`config.mk`:
```
export PLATFORM = sky130hd
export DESIGN_NAME = instr_fetch_queue
export DESIGN_NICKNAME = d
export VERILOG_FILES = /design/src/rtl/cpu_pkg.sv /design/src/rtl/instr_rom.sv /design/src/rtl/instr_fetch_queue.sv
export SDC_FILE = /design/constraint.sdc
export NUM_CORES = 1
export LEC_CHECK = 0
export ABC_AREA = 1
export CORE_AREA = 2 2 148 114
export CTS_CLUSTER_SIZE = 10
export DETAILED_ROUTE_END_ITERATION = 6
export DIE_AREA = 0 0 150 116
export PLACE_DENSITY_LB_ADDON = 0.25
export SYNTH_ARGS = -nofsm -noshare
export SYNTH_HDL_FRONTEND = slang
export SYNTH_SLANG_ARGS = --single-unit
```
`constraint.sdc`:
```
create_clock -name clk -period 3.1 [get_ports clk]
set_input_delay 0.62 -clock clk [delete_from_list [all_inputs] [get_ports clk]]
set_output_delay 0.62 -clock clk [all_outputs]
set_load 0.1 [all_outputs]
```
`src/rtl/cpu_pkg.sv`:
```
// Shared CPU definitions: instruction field widths and opcode encodings.
// Used by the fetch stage and the control FSM downstream of it.
package cpu_pkg;

    localparam int OP_SIZE  = 4;
    localparam int ARG_SIZE = 3;
    localparam int ARG_NUM  = 2;
    localparam int INSTR_W  = OP_SIZE + ARG_NUM * ARG_SIZE;

    typedef enum logic [OP_SIZE-1:0] {
        OP_NOP  = 4'h0,
        OP_LOAD = 4'h1,
        OP_ADD  = 4'h2,
        OP_SUB  = 4'h3,
        OP_AND  = 4'h4,
        OP_OR   = 4'h5,
        OP_JMP  = 4'h6,
        OP_HALT = 4'hF
    } opcode_t;

    // Opcode field of an instruction word (top OP_SIZE bits).
    function automatic opcode_t get_opcode(input logic [INSTR_W-1:0] instr);
        return opcode_t'(instr[INSTR_W-1 -: OP_SIZE]);
    endfunction

endpackage

```
`src/rtl/instr_rom.sv`:
```
// Writable program store: 2**ADDR_W words of DATA_W bits.
// Ports:
//   clk            rising-edge clock
//   we/waddr/wdata synchronous write port
//   re/raddr       read request; rdata is valid the cycle after re
//   rdata          registered read data
// Contents are never reset. A read and a write to the same address on
// one edge return the old word.
module instr_rom #(
    parameter int ADDR_W = 4,
    parameter int DATA_W = 10
) (
    input  logic              clk,
    input  logic              we,
    input  logic [ADDR_W-1:0] waddr,
    input  logic [DATA_W-1:0] wdata,
    input  logic              re,
    input  logic [ADDR_W-1:0] raddr,
    output logic [DATA_W-1:0] rdata
);

    logic [DATA_W-1:0] mem [2**ADDR_W];

    always_ff @(posedge clk) begin
        if (we) begin
            mem[waddr] <= wdata;
        end
        if (re) begin
            rdata <= mem[raddr];
        end
    end

endmodule

```
`src/rtl/instr_fetch_queue.sv`:
```
// Instruction fetch stage with prefetch queue.
// Walks a PC through instr_rom and keeps up to DEPTH fetched words so the
// control FSM always sees the next instruction at the queue head.
// Ports:
//   clk, rst        clock, asynchronous active-high reset
//   prog_we/addr/data  program load; flushes the queue and holds pc at 0
//   branch, branch_address  one-cycle redirect; flushes the queue
//   done            FSM retires the head entry
//   instruction     queue head (0 when empty), valid = queue non-empty
//   pc              next address to be read
//   count           queue occupancy
module instr_fetch_queue
    import cpu_pkg::*;
#(
    parameter int OP_SIZE  = cpu_pkg::OP_SIZE,
    parameter int ARG_SIZE = cpu_pkg::ARG_SIZE,
    parameter int ARG_NUM  = cpu_pkg::ARG_NUM,
    parameter int ADDR_W   = 4,
    parameter int DEPTH    = 2,
    localparam int INSTR_W = OP_SIZE + ARG_NUM * ARG_SIZE
) (
    input  logic                       clk,
    input  logic                       rst,
    input  logic                       prog_we,
    input  logic [ADDR_W-1:0]          prog_addr,
    input  logic [INSTR_W-1:0]         prog_data,
    input  logic                       branch,
    input  logic [ADDR_W-1:0]          branch_address,
    input  logic                       done,
    output logic [INSTR_W-1:0]         instruction,
    output logic                       valid,
    output logic [ADDR_W-1:0]          pc,
    output logic [$clog2(DEPTH+1)-1:0] count
);

    localparam int CNT_W = $clog2(DEPTH + 1);
    localparam int PTR_W = (DEPTH > 1) ? $clog2(DEPTH) : 1;
    localparam logic [CNT_W:0]   DEPTH_V = (CNT_W + 1)'(DEPTH);
    localparam logic [PTR_W-1:0] LAST_P  = PTR_W'(DEPTH - 1);

    logic [INSTR_W-1:0] queue [DEPTH];
    logic [PTR_W-1:0]   head;
    logic [PTR_W-1:0]   tail;
    logic [CNT_W-1:0]   cnt;
    logic               inflight;
    logic [ADDR_W-1:0]  pc_q;
    logic [INSTR_W-1:0] rom_data;

    logic               flush;
    logic               push;
    logic               pop;
    logic               issue;
    logic [CNT_W:0]     occ;

    function automatic logic [PTR_W-1:0] ptr_next(input logic [PTR_W-1:0] p);
        return (p == LAST_P) ? '0 : p + 1'b1;
    endfunction

    always_comb begin
        flush = prog_we || branch;
        push  = inflight && !flush;
        pop   = done && (cnt != '0) && !flush;
        // A pop frees its slot on the same edge, so it counts toward the
        // issue check; this keeps the queue streaming without bubbles.
        occ   = {1'b0, cnt} + {{CNT_W{1'b0}}, inflight} - {{CNT_W{1'b0}}, pop};
        issue = !flush && (occ < DEPTH_V);
    end

    instr_rom #(
        .ADDR_W (ADDR_W),
        .DATA_W (INSTR_W)
    ) u_rom (
        .clk   (clk),
        .we    (prog_we),
        .waddr (prog_addr),
        .wdata (prog_data),
        .re    (issue),
        .raddr (pc_q),
        .rdata (rom_data)
    );

    always_ff @(posedge clk or posedge rst) begin
        if (rst) begin
            pc_q     <= '0;
            head     <= '0;
            tail     <= '0;
            cnt      <= '0;
            inflight <= 1'b0;
        end else if (prog_we) begin
            pc_q     <= '0;
            head     <= '0;
            tail     <= '0;
            cnt      <= '0;
            inflight <= 1'b0;
        end else if (branch) begin
            pc_q     <= branch_address;
            head     <= '0;
            tail     <= '0;
            cnt      <= '0;
            inflight <= 1'b0;
        end else begin
            inflight <= issue;
            if (issue) begin
                pc_q <= pc_q + 1'b1;
            end
            if (push) begin
                tail <= ptr_next(tail);
            end
            if (pop) begin
                head <= ptr_next(head);
            end
            case ({push, pop})
                2'b10:   cnt <= cnt + 1'b1;
                2'b01:   cnt <= cnt - 1'b1;
                default: cnt <= cnt;
            endcase
        end
    end

    // Storage needs no reset: entries are only visible while counted.
    always_ff @(posedge clk) begin
        if (push) begin
            queue[tail] <= rom_data;
        end
    end

    assign valid       = (cnt != '0);
    assign instruction = valid ? queue[head] : '0;
    assign pc          = pc_q;
    assign count       = cnt;

endmodule
```
==> qor.txt <==
===============================================================================
Outcome                                                            finished clean
Crit Path Category                                                 flop to flop
Worst max-slew margin expressed relative to the limit                     41.3%
Clock network fraction of total power                                     37.9%
Global-route wire length before repair                                  29.4 mm
Overall routed net length                                               18.2 mm
Post-Syn Area                                                       0.00857 mm2
Layout cell share with drive strength beyond 1                            10.6%
Vias in the first global route                                             5613
Setup fix buffers added after clock tree synthesis                            0
Count of cells along the worst register-to-register path                      9
Unrepaired setup endpoints after global routing                              no
Drt via density                                                            5.21
Total power divided by cell area                                     579 mW/mm2
Flops & latches, synth                                                      199
Post-place setup slack                                               -0.0474 ns
Initial core utilization                                                  54.2%
Final setup viols                                                             0
Reg2Reg Capture Point                                              u_rom.rdata[2]$_DFFE_PP_
Net Sw Frac                                                               24.3%
Netlist cell types                                                           23
Filler cell count                                                          1261
Worst hold slack after final layout                                    0.460 ns
Largest net degree at the start of global routing                            86
Post-DRT Antenna Nets                                                         0
Crit path capture type                                                     flop
Critical path capture point                                        u_rom.rdata[2]$_DFFE_PP_
Number of failing hold endpoints at the final stage                           0
Max rail drop VDD                                                        494 uV
Post-Synthesis Net Count                                                    837
Layout overhead on the synthesized area                                   14.7%
Reg-to-reg slack, setup                                                 0.36 ns
Final cell utilization of the core                                        62.1%
Dpl cell area                                                       0.00924 mm2
P_leak                                                                  4.12 nW
Placed instance count                                                      1052
Antenna diodes                                                                0
Arrival @ worst endpoint                                                2.85 ns
Worst skew pair latency                                                 0.43 ns
Share of power burned in registers                                        53.5%
Die footprint                                                        0.0174 mm2
Routed WL per cell                                                      16.8 um
Crit path time final                                                    2.74 ns
Worst Path Required                                                     3.21 ns
I/O Buffers                                                                  39
Transition time at the pin with the least slew margin                  0.881 ns
Synth Area per Inst                                                    10.6 um2
Area of combinational cells with multiple inputs                    0.00194 mm2
Reported max-cap violation count                                              0
Kind of start point of the critical path                                   flop
Warnings from Yosys                                                           0
Initial antenna violation count                                               1
Number of instances resized during post-cts repair                            0
Num rows                                                                     40
Setup ws final                                                         0.363 ns
Post-route non-filler standard cell count                                  1084
Highest Clock Rate                                                      365 MHz
Die width                                                                150 um
Die extent in y                                                          116 um
Total vias in the final route                                              5649
Final weighted congestion of routability-driven global placement          0.875
Comb power frac                                                            8.6%
DRC violation count after routing                                             0
TritonCTS clock tree                                                       done
CTS HTree Levels                                                              4
Count of mapped cells out of synthesis                                      810
Setup total negative slack                                                 0 ns
Clock Tree Root                                                    sky130_fd_sc_hd__clkbuf_16
Type of the tightest min-delay check                               flop to flop
TritonCTS sink count                                                        199
Sequential-to-total area share from yosys stat                            69.2%
Final HPWL from detailed placement                                      11.6 mm
Core Footprint                                                       0.0158 mm2
Launch point of the worst reg-to-reg path                          count[1]$_DFFE_PP0P_
Area of all placed cells without fillers                            0.00982 mm2
Count of hold-fix buffers inserted at cts                                     0
Top-level I/O count                                                          40
Register area                                                       0.00594 mm2
Number of DRC violations after detailed-routing iteration 0                 520
Switch Pwr                                                              1.38 mW
Cell-internal power                                                     4.30 mW
Final Net Count                                                             888
Critical path launch point                                         count[1]$_DFFE_PP0P_
Overall Global Routing Usage                                              22.8%
Clock buffer count from CTS                                                  17
Total count of max-transition violations in the final report                  0
Sum of overflow across all layers after global routing                        0
Worst-path clk slew                                                     0.07 ns
Tcrit/Tclk final                                                          88.3%
Largest clock skew in the final design                               0.00590 ns
Number of iterations in the first detailed-routing pass                       5
Maximum fanout count along the critical path                                 10
Number of buffers on the longest clock path                                   2
Total Power Consumption                                                 5.68 mW
===============================================================================
[cell usage after synthesis, drive strengths merged]
master  instances  area, um2
a21oi          12       60.1
nand2         251        942
edfxtp        190       5710
nand3         131        656
fa              1       20.0
or2             2       12.5
o21a            1       7.51
ha              3       37.5
nand4           2       12.5
buf            29        179
clkbuf          7       26.3
o22ai           3       18.8
o21ai           4       20.0
nor2           17       71.3
inv           139        522
mux2i           1       10.0
dfrtp           9        225
nor3            8       40.0
[critical path: stages (launching register included)]
cell,delay [ns]
sky130_fd_sc_hd__dfrtp_4,0.53
sky130_fd_sc_hd__nor2_4,0.15
sky130_fd_sc_hd__clkinvlp_4,0.13
sky130_fd_sc_hd__nand2_2,0.11
sky130_fd_sc_hd__nor2_2,0.05
sky130_fd_sc_hd__ha_1,0.27
sky130_fd_sc_hd__or2_4,0.23
sky130_fd_sc_hd__fa_1,0.52
sky130_fd_sc_hd__nand3_2,0.12
sky130_fd_sc_hd__nor2_4,0.29
[area by class of cell]
cell class | count | share of cell area [%]
Clock buffer | 17 | 4.33
Clock inverter | 15 | 1.60
Inverter | 139 | 5.35
Multi-Input combinational cell | 436 | 19.7
Sequential cell | 199 | 60.5
Tap cell | 210 | 2.67
Timing Repair Buffer | 68 | 5.88
[worst min-delay path by stage]
| stage | start | depth (start not counted) | slack [ns] | to |
|---|---|---|---|---|
| final | u_rom.rdata[3]$_DFFE_PP_ | 0 | 0.46 | queue[0][3]$_DFFE_PP_ |
| after global routing | u_rom.rdata[7]$_DFFE_PP_ | 0 | 0.47 | queue[0][7]$_DFFE_PP_ |
| after CTS | rst | 2 | 0.46 | count[0]$_DFFE_PP0P_ |
| after detailed placement | u_rom.rdata[7]$_DFFE_PP_ | 0 | 0.44 | queue[0][7]$_DFFE_PP_ |
| after global placement | u_rom.rdata[5]$_DFFE_PP_ | 0 | 0.43 | queue[0][5]$_DFFE_PP_ |
| after floorplan | u_rom.rdata[0]$_DFFE_PP_ | 0 | 0.42 | queue[0][0]$_DFFE_PP_ |
[per-layer routing]
layer  track usage, %  vias to the layer above  part of all wire (%)
met5                0                        -                 0.071
met4             8.36                        2                   1.9
met3             4.57                       30                   6.6
met2             37.6                      195                    48
met1             30.6                     2671                    44
li1                 -                     2751                     -
[power groups by stage]
stage | Clock, mW | Combinational (mW) | Sequential, mW
final | 2.16 | 0.489 | 3.04
after global routing | 2.29 | 0.545 | 3.04
after CTS | 2.19 | 0.488 | 3.04
after detailed placement | 0 | 0.485 | 3.10
after global placement | 0 | 0.473 | 3.10
after floorplan | 0 | 0.288 | 3.12
[flip-flops by register name (all words and copies together), names as in the netlist]
register and count:
count 2, pc 4, u_rom.mem 160, head 1, u_rom.rdata 10, queue 20
inflight 1, tail 1
[cell families after synthesis]
logic type / after synthesis / synth area share [%]
adders and majority gates: 4 / 0.672
buffers and inverters: 175 / 8.49
muxes: 1 / 0.117
and+or+nand+nor: 411 / 20.2
DFF: 199 / 69.2
AOI/OAI and AO/OA: 20 / 1.24
[layout by cell type, fill, tap and decap left out, types with 2 or more instances in the layout]
cell type and instances:
sky130_fd_sc_hd__nand2_1 250, sky130_fd_sc_hd__edfxtp_1 190, sky130_fd_sc_hd__inv_1 135, sky130_fd_sc_hd__nand3_1 130, sky130_fd_sc_hd__buf_4 45, sky130_fd_sc_hd__clkdlybuf4s50_1 22
sky130_fd_sc_hd__clkbuf_16 17, sky130_fd_sc_hd__nor2_1 13, sky130_fd_sc_hd__a21oi_1 12, sky130_fd_sc_hd__nor3_1 8, sky130_fd_sc_hd__inv_6 7, sky130_fd_sc_hd__dfrtp_1 6
sky130_fd_sc_hd__clkinv_4 5, sky130_fd_sc_hd__o21ai_0 4, sky130_fd_sc_hd__nor2_4 3, sky130_fd_sc_hd__inv_2 3, sky130_fd_sc_hd__o22ai_1 3, sky130_fd_sc_hd__ha_1 3
sky130_fd_sc_hd__nand4_1 2, sky130_fd_sc_hd__inv_8 2, sky130_fd_sc_hd__dfrtp_4 2
No activity file was read; power rests on OpenSTA's default activity.
